## config.mk

```make
export PLATFORM = sky130hd
export DESIGN_NAME = i2s_sample_receiver
export DESIGN_NICKNAME = d
export VERILOG_FILES = /design/src/rtl/i2s_sample_receiver.sv
export SDC_FILE = /design/constraint.sdc
export NUM_CORES = 1
export LEC_CHECK = 0
export CORE_MARGIN = 4
export CORE_UTILIZATION = 59
export CTS_BUF_LIST = sky130_fd_sc_hd__clkbuf_2
export CTS_CLUSTER_DIAMETER = 40
export CTS_CLUSTER_SIZE = 40
export DETAILED_ROUTE_END_ITERATION = 8
export PLACE_DENSITY_LB_ADDON = 0.3
export SLEW_MARGIN = 10
export SYNTH_ARGS = -nofsm -noshare
export SYNTH_HDL_FRONTEND = slang
export SYNTH_SLANG_ARGS = --single-unit
```

## constraint.sdc

```tcl
create_clock -name clk -period 3 [get_ports clk]
set_clock_uncertainty 0.05 [all_clocks]
set_input_delay 0.6 -clock clk [delete_from_list [all_inputs] [get_ports clk]]
set_output_delay 0.6 -clock clk [all_outputs]
set_load 0.01 [all_outputs]
```

## src/rtl/i2s_sample_receiver.sv

```systemverilog
// i2s_sample_receiver
// Recovers signed PCM words from an I2S stream (MSB first, one-bit delay after
// every LR transition, lrck=0 left / lrck=1 right). Everything runs on the
// oversampling system clock, which must be at least 8x the bit clock.
// Optional build macro: I2S_RX_STEREO_PAIR_EN. When it is defined, left words are
// staged internally and both channels are presented together once per frame.
module i2s_sample_receiver #(
    parameter int SAMPLE_WIDTH = 16,
    parameter int SYNC_STAGES  = 2
) (
    input  logic                    clk,
    input  logic                    reset_n,
    input  logic                    i2s_sclk,
    input  logic                    i2s_lrck,
    input  logic                    i2s_sdata,
    output logic [SAMPLE_WIDTH-1:0] sample_left,
    output logic [SAMPLE_WIDTH-1:0] sample_right,
    output logic                    sample_ch,
    output logic                    sample_valid,
    output logic                    frame_err,
    input  logic                    clear_err
);

    localparam int CW = $clog2(SAMPLE_WIDTH + 1);

    typedef enum logic [1:0] {IDLE, DELAY, SHIFT, DONE} state_t;

    logic [SYNC_STAGES-1:0]  sclkSync_q, lrckSync_q, sdataSync_q;
    logic                    sclkPrev_q, riseEvt_q, lrckEvt_q, sdataEvt_q;
    state_t                  state_q;
    logic                    primed_q, lrckPrev_q, chan_q;
    logic [SAMPLE_WIDTH-1:0] shiftReg_q;
    logic [CW-1:0]           cnt_q;
    logic                    commit_q, commitCh_q;
    logic [SAMPLE_WIDTH-1:0] commitWord_q;
    logic [SAMPLE_WIDTH-1:0] sampleLeft_q, sampleRight_q;
    logic                    sampleCh_q, sampleValid_q;
    logic                    frameErr_q, frameErr_d;

    logic                    lrckChg, shortErr, pairErr;
    logic [SAMPLE_WIDTH-1:0] shiftNext, shortWord;

    assign lrckChg   = lrckEvt_q != lrckPrev_q;
    assign shiftNext = {shiftReg_q[SAMPLE_WIDTH-2:0], sdataEvt_q};
    // A slot cut short keeps its bits MSB-aligned and zero fills the tail.
    assign shortWord = shiftReg_q << (CW'(SAMPLE_WIDTH) - cnt_q);
    assign shortErr  = riseEvt_q && (state_q == SHIFT) && lrckChg;

    // Bring the three asynchronous serial lines into the clk domain.
    always_ff @(posedge clk or negedge reset_n) begin
        if (!reset_n) begin
            sclkSync_q  <= '0;
            lrckSync_q  <= '0;
            sdataSync_q <= '0;
        end else begin
            sclkSync_q  <= {sclkSync_q[SYNC_STAGES-2:0], i2s_sclk};
            lrckSync_q  <= {lrckSync_q[SYNC_STAGES-2:0], i2s_lrck};
            sdataSync_q <= {sdataSync_q[SYNC_STAGES-2:0], i2s_sdata};
        end
    end

    // Register an sclk rise event together with the lrck/sdata seen at that same stage.
    always_ff @(posedge clk or negedge reset_n) begin
        if (!reset_n) begin
            sclkPrev_q <= 1'b0;
            riseEvt_q  <= 1'b0;
            lrckEvt_q  <= 1'b0;
            sdataEvt_q <= 1'b0;
        end else begin
            sclkPrev_q <= sclkSync_q[SYNC_STAGES-1];
            riseEvt_q  <= sclkSync_q[SYNC_STAGES-1] & ~sclkPrev_q;
            lrckEvt_q  <= lrckSync_q[SYNC_STAGES-1];
            sdataEvt_q <= sdataSync_q[SYNC_STAGES-1];
        end
    end

    // Slot framing FSM; the bit that reveals an LR change is the delay bit, so
    // DELAY only lasts one clk to clear the word before the MSB arrives.
    always_ff @(posedge clk or negedge reset_n) begin
        if (!reset_n) begin
            state_q      <= IDLE;
            primed_q     <= 1'b0;
            lrckPrev_q   <= 1'b0;
            chan_q       <= 1'b0;
            shiftReg_q   <= '0;
            cnt_q        <= '0;
            commit_q     <= 1'b0;
            commitCh_q   <= 1'b0;
            commitWord_q <= '0;
        end else begin
            commit_q <= 1'b0;
            if (riseEvt_q) begin
                lrckPrev_q <= lrckEvt_q;
            end
            case (state_q)
                IDLE: begin
                    if (riseEvt_q) begin
                        primed_q <= 1'b1;
                        if (primed_q && lrckChg) begin
                            chan_q  <= ~lrckPrev_q;
                            state_q <= DELAY;
                        end
                    end
                end
                DELAY: begin
                    shiftReg_q <= '0;
                    cnt_q      <= '0;
                    state_q    <= SHIFT;
                end
                SHIFT: begin
                    if (riseEvt_q) begin
                        if (lrckChg) begin
                            commit_q     <= 1'b1;
                            commitCh_q   <= chan_q;
                            commitWord_q <= shortWord;
                            chan_q       <= ~lrckPrev_q;
                            state_q      <= DELAY;
                        end else begin
                            shiftReg_q <= shiftNext;
                            cnt_q      <= cnt_q + CW'(1);
                            if (cnt_q == CW'(SAMPLE_WIDTH - 1)) begin
                                commit_q     <= 1'b1;
                                commitCh_q   <= chan_q;
                                commitWord_q <= shiftNext;
                                state_q      <= DONE;
                            end
                        end
                    end
                end
                DONE: begin
                    if (riseEvt_q && lrckChg) begin
                        chan_q  <= ~lrckPrev_q;
                        state_q <= DELAY;
                    end
                end
                default: state_q <= IDLE;
            endcase
        end
    end

`ifdef I2S_RX_STEREO_PAIR_EN
    logic [SAMPLE_WIDTH-1:0] leftStage_q;
    logic                    staged_q;

    assign pairErr = commit_q && commitCh_q && !staged_q;

    // Hold left words until the matching right word arrives, then present the pair.
    always_ff @(posedge clk or negedge reset_n) begin
        if (!reset_n) begin
            leftStage_q   <= '0;
            staged_q      <= 1'b0;
            sampleLeft_q  <= '0;
            sampleRight_q <= '0;
            sampleCh_q    <= 1'b0;
            sampleValid_q <= 1'b0;
        end else begin
            sampleValid_q <= 1'b0;
            if (commit_q) begin
                if (!commitCh_q) begin
                    leftStage_q <= commitWord_q;
                    staged_q    <= 1'b1;
                end else begin
                    sampleLeft_q  <= staged_q ? leftStage_q : '0;
                    sampleRight_q <= commitWord_q;
                    sampleCh_q    <= 1'b1;
                    sampleValid_q <= 1'b1;
                    staged_q      <= 1'b0;
                end
            end
        end
    end
`else
    assign pairErr = 1'b0;

    // Each committed word updates only its own channel register.
    always_ff @(posedge clk or negedge reset_n) begin
        if (!reset_n) begin
            sampleLeft_q  <= '0;
            sampleRight_q <= '0;
            sampleCh_q    <= 1'b0;
            sampleValid_q <= 1'b0;
        end else begin
            sampleValid_q <= 1'b0;
            if (commit_q) begin
                if (commitCh_q) begin
                    sampleRight_q <= commitWord_q;
                end else begin
                    sampleLeft_q <= commitWord_q;
                end
                sampleCh_q    <= commitCh_q;
                sampleValid_q <= 1'b1;
            end
        end
    end
`endif

    // A new error always beats a simultaneous clear.
    always_comb begin
        frameErr_d = frameErr_q;
        if (shortErr || pairErr) begin
            frameErr_d = 1'b1;
        end else if (clear_err) begin
            frameErr_d = 1'b0;
        end
    end

    // Sticky framing error flag.
    always_ff @(posedge clk or negedge reset_n) begin
        if (!reset_n) begin
            frameErr_q <= 1'b0;
        end else begin
            frameErr_q <= frameErr_d;
        end
    end

    assign sample_left  = sampleLeft_q;
    assign sample_right = sampleRight_q;
    assign sample_ch    = sampleCh_q;
    assign sample_valid = sampleValid_q;
    assign frame_err    = frameErr_q;

endmodule
```

==> metrics, run 1 <==
Post-Route Utilization=0.7062; synth top area cells=dfrtp_1 (52%), mux2_2 (11%), nand2_1 (4.1%); #FFs+latches synth=89; Synth Cell Area=4278 µm²; min-delay worst type=reg2reg; critical path data required time=3380 ps; first-pass GRT wire length=14790 µm; post-route insts no fill=502; drt first pass iters=4; vias in the first global route=2827; post-synthesis sequential area ratio=0.5206; R2R Setup Slk=480 ps; Reg2Reg Depth=5; Clock Path Buffers=2; cell with the most instances after synthesis=dfrtp_1; vias per inst=5.765; Final #Nets=415; Max stage delay cell, worst path=nand3_1; DRT iter0 DRCs=174; ys flop type=dfrtp_1; Ant. Diodes=0; Gate Count Post-Synth=363; FF-to-FF Start=lrckEvt_q; Tmin final=2520 ps; CP startpoint kind=flop; drc violations=0; WS Path Type=reg2reg; WL/cell=17.14 µm; worst setup path endpoint=cnt_q[0]; Slew Limit Fails=0; post-route ant nets=0; final period utilization=0.8399; f_max=0.3969 GHz; final wirelength=8602 µm; top post-synthesis cells by count=dfrtp_1 (89), nand2_1 (47), mux2_2 (40); unrepaired setup endpoints after global routing=no; max-cap violations=0; starting density of the core=0.6194; cell total after placement=485; P&R area growth vs syn=14.01%; Total GRT Usage=0.2191; largest net degree at the start of global routing=53; WP data arrival=2900 ps; routability cong.=0.9302; Top cell by count, worst path=nand3_1; number of distinct library cells after synthesis=44; post-synth top area share=0.5206; layout cells sized above 1=0.2143; setup_tns=0 ps; Ports=41; Post-Syn Nets=377; Final Hold Viols=0; Port Buf Inserts=40; gr ovfl total=0; CTS sink cnt=89; routed length on met2=4043 µm; Core Box Area=6907 µm²; initial antenna violation count=0; Peak VDD IR=0.4242 mV; # rows=30; TritonCTS clock tree=built; critical path launch point=lrckEvt_q; Slew @ Worst Pin=811.1 ps; critical-path cell list=xnor2_2 -> buf_4 -> nand3_1 -> nand3_1 -> o21ai_1; metal1 wirelength=4032 µm; Die Width=93.15 µm; status=complete, no violations; largest area contributor in the netlist=dfrtp_1; clock-pin slew on the worst setup and hold paths=250 ps; Syn. warnings=0; top sig layer=met4; via count=2894; H-tree lvl count=3; reg2reg end=cnt_q[0]; Die H=93.15 µm; Post-synth EDFFs=0; P_leak=2.235 nW; post_cts resized=0; Final Setup Violations=0; CTS Root Cell=clkbuf_2; Final HPWL DP=6165 µm; fraction of registers with async set or reset after synthesis=1.000; clock buffer count from CTS=9; critical path capture point type=flop; Worst Path Max Fanout=20; full die area=8677 µm²; Hold WS=332.3 ps; DR WL met3=420 µm; Syn Area/Cell=11.78 µm²; clock latency on the worst-skew pair=570 ps; Max-slew headroom=0.4593; slowest cell delay on critical path=570 ps; pwr/cell area=646.7 nW/µm²
-- worst min-delay path by stage --
stage          cells after the start      startpoint  slack [ps]              to
2_1_floorplan                      0         reset_n         250          chan_q
3_3_place_gp                       0   sclkSync_q[0]         280   sclkSync_q[1]
3_5_place_dp                       0  sdataSync_q[0]         280  sdataSync_q[1]
4_1_cts                            0  sdataSync_q[0]         340  sdataSync_q[1]
5_1_grt                            1        i2s_sclk         310   sclkSync_q[0]
6_report                           0   lrckSync_q[1]         330       lrckEvt_q
-- registers in the layout, summed over array words and instances, names as in the netlist, 2 cells and up --
register	cells
state_q	2
lrckSync_q	2
sclkSync_q	2
sample_right	16
sample_left	16
shiftReg_q	16
sdataSync_q	2
cnt_q	5
commitWord_q	16
-- metrics by stage --
| step | total power [mW] | setup WS (ps) | area (µm²) |
|---|---|---|---|
| finish | 3.154 | 480.3 | 4877 |
| global route | 3.366 | 316.5 | 4877 |
| CTS | 3.181 | 506.7 | 4877 |
| detailed placement | 2.562 | 567.2 | 4746 |
| global placement | 2.516 | 556.9 | 4746 |
| floorplan | 2.166 | 629.0 | 4278 |
-- where the power goes --
| part | switching (mW) | leakage, nW | internal, mW |
|---|---|---|---|
| sequential | 0.175 | 1.18 | 1.45 |
| clock | 0.426 | 0.0689 | 0.198 |
| combinational | 0.444 | 0.985 | 0.464 |
| total | 1.04 | 2.24 | 2.11 |
-- repair_timing --
action	4_1_cts	5_1_grt
buffers inserted	0	0
hold buffers	1	0
endpoints found under the hold margin	42	0
-- cell type report --
type	instances	area, µm²
multi-input combinational	244	1911
fill	532	2029
sequential	89	2227
clock inverter	7	76.32
inverter	8	30.03
tap	96	120.1
timing repair buffer	49	467.9
clock buffer	9	45.04
-- critical path: cells and delay by family (launching register included) --
family          cells  cell delay (ps)
compound gates      1               90
xor+xnor            1              560
buf+inv             1              340
flops               1              490
simple gates        2              860
-- placed cells by master (no fill, tap or decap), types with 2 or more instances in the layout --
cell type	count
dfrtp_1	89
nand2_1	47
mux2_2	40
clkdlybuf4s50_1	39
nor2_1	24
nand3_1	21
a21oi_1	17
mux2i_1	11
nand2b_1	10
clkbuf_2	9
buf_4	9
inv_1	8
ha_1	8
mux4_2	7
mux2_4	6
a221oi_1	6
mux2_1	5
xor2_1	4
o21ai_1	4
a22oi_1	4
a32oi_1	4
nor2b_1	3
a221oi_2	3
xnor2_2	2
inv_6	2
clkinvlp_4	2
-- kinds of logic after synthesis --
family	synth area share
xor gates and xnor gates	0.02164
DFF	0.5206
and+or+nand+nor	0.1228
buffers and inverters	0.03276
muxes	0.2021
adders and majority gates	0.02340
AOI/OAI and AO/OA	0.07663
-- routing by layer --
layer,vias up,global-route usage
met4,0,0.07326
met1,1427,0.3213
li1,1372,-
met2,84,0.3275
met3,11,0.04505
met5,-,0
Note: power is estimated with default switching activity, not from simulation.
==> inputs of run 2 (changes only) <==
--- a/config.mk
+++ b/config.mk
@@ -6,7 +6,7 @@
 export NUM_CORES = 1
 export LEC_CHECK = 0
 export CORE_MARGIN = 4
-export CORE_UTILIZATION = 59
+export CORE_UTILIZATION = 53
 export CTS_BUF_LIST = sky130_fd_sc_hd__clkbuf_2
 export CTS_CLUSTER_DIAMETER = 40
 export CTS_CLUSTER_SIZE = 40
==> constraint.sdc (replaced) <==
create_clock -name clk -period 2.3 [get_ports clk]
set_clock_uncertainty 0.05 [all_clocks]
set_input_delay 0.46 -clock clk [delete_from_list [all_inputs] [get_ports clk]]
set_output_delay 0.46 -clock clk [all_outputs]
set_load 0.01 [all_outputs]
==> metrics, run 2 (synthesis results as in run 1) <==
Port Buf Inserts=40 (unchanged); P_leak=2.298 nW (+2.8%); full die area=9573 µm² (+10%); Min-Delay Endpoint=lrckSync_q[0]; # Post-CTS Setup Buffers=0 (unchanged); Total GRT Usage=0.1899 (-0.02924); slowest cell delay on critical path=530 ps (-40 ps); drc violations=0 (unchanged); CP bufs+invs=2 (+1); min-delay worst type=in2reg; GR met1 Demand/Resource=0.2632 (-0.05809); pwr/cell area=801.3 nW/µm² (+24%); critical path data required time=2680 ps (-700 ps); FF-to-FF Start=cnt_q[1]; Max stage delay cell, worst path=mux4_2; drt first pass iters=5 (+1); Reg2Reg Depth=7 (+2); vias in the first global route=2950 (+4.4%); post-route ant nets=0 (unchanged); largest net degree at the start of global routing=37 (-30%); routability cong.=0.9797 (+5.3%); # rows=32 (+6.7%); CTS sink cnt=89 (unchanged); most frequent cells in the layout=dfrtp_1 (89), nand2_1 (47), mux2_2 (40); critical-path cell list=inv_1 -> ha_1 -> buf_4 -> xnor2_4 -> mux4_2 -> a221oi_2 -> a21oi_1; Final Cell Area=4995 µm² (+2.4%); critical path capture point type=flop; commonest non-fill, non-tap cell in the layout=dfrtp_1; f_max=0.4678 GHz (+18%); Final HPWL DP=6396 µm (+3.7%); Crit. path cell count=7 (+2); Slew @ Worst Pin=724.4 ps (-86.69 ps); clock-pin slew on the worst setup and hold paths=230 ps (-20 ps); Ports=41 (unchanged); GRT busiest layer=met2; setup_tns=0 ps (unchanged); Slew Limit Fails=0 (unchanged); gr ovfl total=0 (unchanged); TritonCTS clock tree=built; P&R area growth vs syn=16.76%; Final WS setup=162.1 ps (-318.1 ps); Final Hold Viols=0 (unchanged); layout cells sized above 1=0.2392 (+0.02495); Core Box Area=7807 µm² (+13%); WP data arrival=2520 ps (-380 ps); via count=2930 (+1.2%); WL/cell=16.45 µm (-4.0%); CTS Root Cell=clkbuf_2; clock latency on the worst-skew pair=530 ps (-40 ps); first-pass GRT wire length=14790 µm (about the same); Final #Nets=427 (+2.9%); Clock Path Buffers=2 (unchanged); starting density of the core=0.5479 (-0.07147); CP startpoint kind=flop; DP Area=4880 µm² (+2.8%); DP Worst Slack=198.1 ps (-369.1 ps); Max-slew headroom=0.5159 (+0.05662); unrepaired setup endpoints after global routing=no; R2R Setup Slk=160 ps (-320 ps); clock buffer count from CTS=9 (unchanged); vias per inst=5.635 (-2.3%); final wirelength=8552 µm (-0.58%); HP Start=i2s_lrck; DRT iter0 DRCs=200 (+15%); Ant. Diodes=0 (unchanged); Hold WS=284.3 ps (-47.95 ps); Peak VDD IR=0.3336 mV (-21%); hold path cells=1 (+1); max-cap violations=0 (unchanged); final period utilization=0.9295 (+0.08960); Worst Path Max Fanout=4 (-80%); reg2reg end=commitWord_q[9]; status=complete, no violations; Die H=97.84 µm (+5.0%); Tmin final=2138 ps (-381.9 ps); Final Setup Violations=0 (unchanged); Die Width=97.84 µm (+5.0%); initial antenna violation count=0 (unchanged); met3 Use GR=0.04143 (-0.003624); Top delay family on crit path=multiplexers; H-tree lvl count=3 (unchanged); WS Path Type=reg2reg; routing usage on met2=0.3010 (-0.02649)
==> run 2: cell count changes in the layout (fill, tap and decap cells not counted), sizes merged <==
cell / before / now
buf: 9 / 21
clkinv: 2 / 4
bufinv: 1 / 0
inv: 10 / 9
==> run 2: how the worst max path moves through the flow <==
stage             start                to  slack, ps
2_1_floorplan  cnt_q[0]  commitWord_q[15]          9
3_3_place_gp   cnt_q[1]   commitWord_q[9]        230
3_5_place_dp   cnt_q[1]  commitWord_q[11]        200
4_1_cts        cnt_q[0]   commitWord_q[3]        150
5_1_grt        cnt_q[1]  commitWord_q[15]         20
6_report       cnt_q[1]   commitWord_q[9]        160
==> run 2: per-layer routing <==
layer  up-vias  share of wire
li1       1379              -
met4         0          0.014
met5         -              0
met1      1456           0.46
met2        83           0.47
met3        12          0.057
==> run 2: repair_timing <==
item / in CTS / in global routing
hold endpoints to repair: 34 / 0
resized for setup: 0 / 3
endpoints found under the setup margin: 0 / 14
hold buffers: 1 / 0
==> run 2: area by class of cell <==
type | count | area, µm²
repair buffers | 61 | 586.8
clock buffers | 9 | 45.04
fillers | 643 | 2813
well taps | 102 | 127.6
inverters | 8 | 30.03
flip-flops and latches | 89 | 2227
clock inverters | 7 | 46.29
multi-input cells | 244 | 1932
==> run 2: power breakdown <==
group | internal (mW) | leakage, nW | switching [mW] | total (mW)
clock network | 0.140 | 0.0557 | 0.516 | 0.656
logic | 0.647 | 1.06 | 0.580 | 1.23
registers | 1.89 | 1.18 | 0.230 | 2.12
==> run 2: stage by stage <==
| stage | power (mW) | std cells | util |
|---|---|---|---|
| CTS | 4.052 | 520 | 0.6380 |
| finish | 4.002 | 520 | 0.6397 |
| global placement | 3.336 | 503 | 0.6250 |
| global route | 4.289 | 520 | 0.6397 |
| floorplan | 2.831 | 363 | - |
| detailed placement | 3.390 | 503 | 0.6250 |
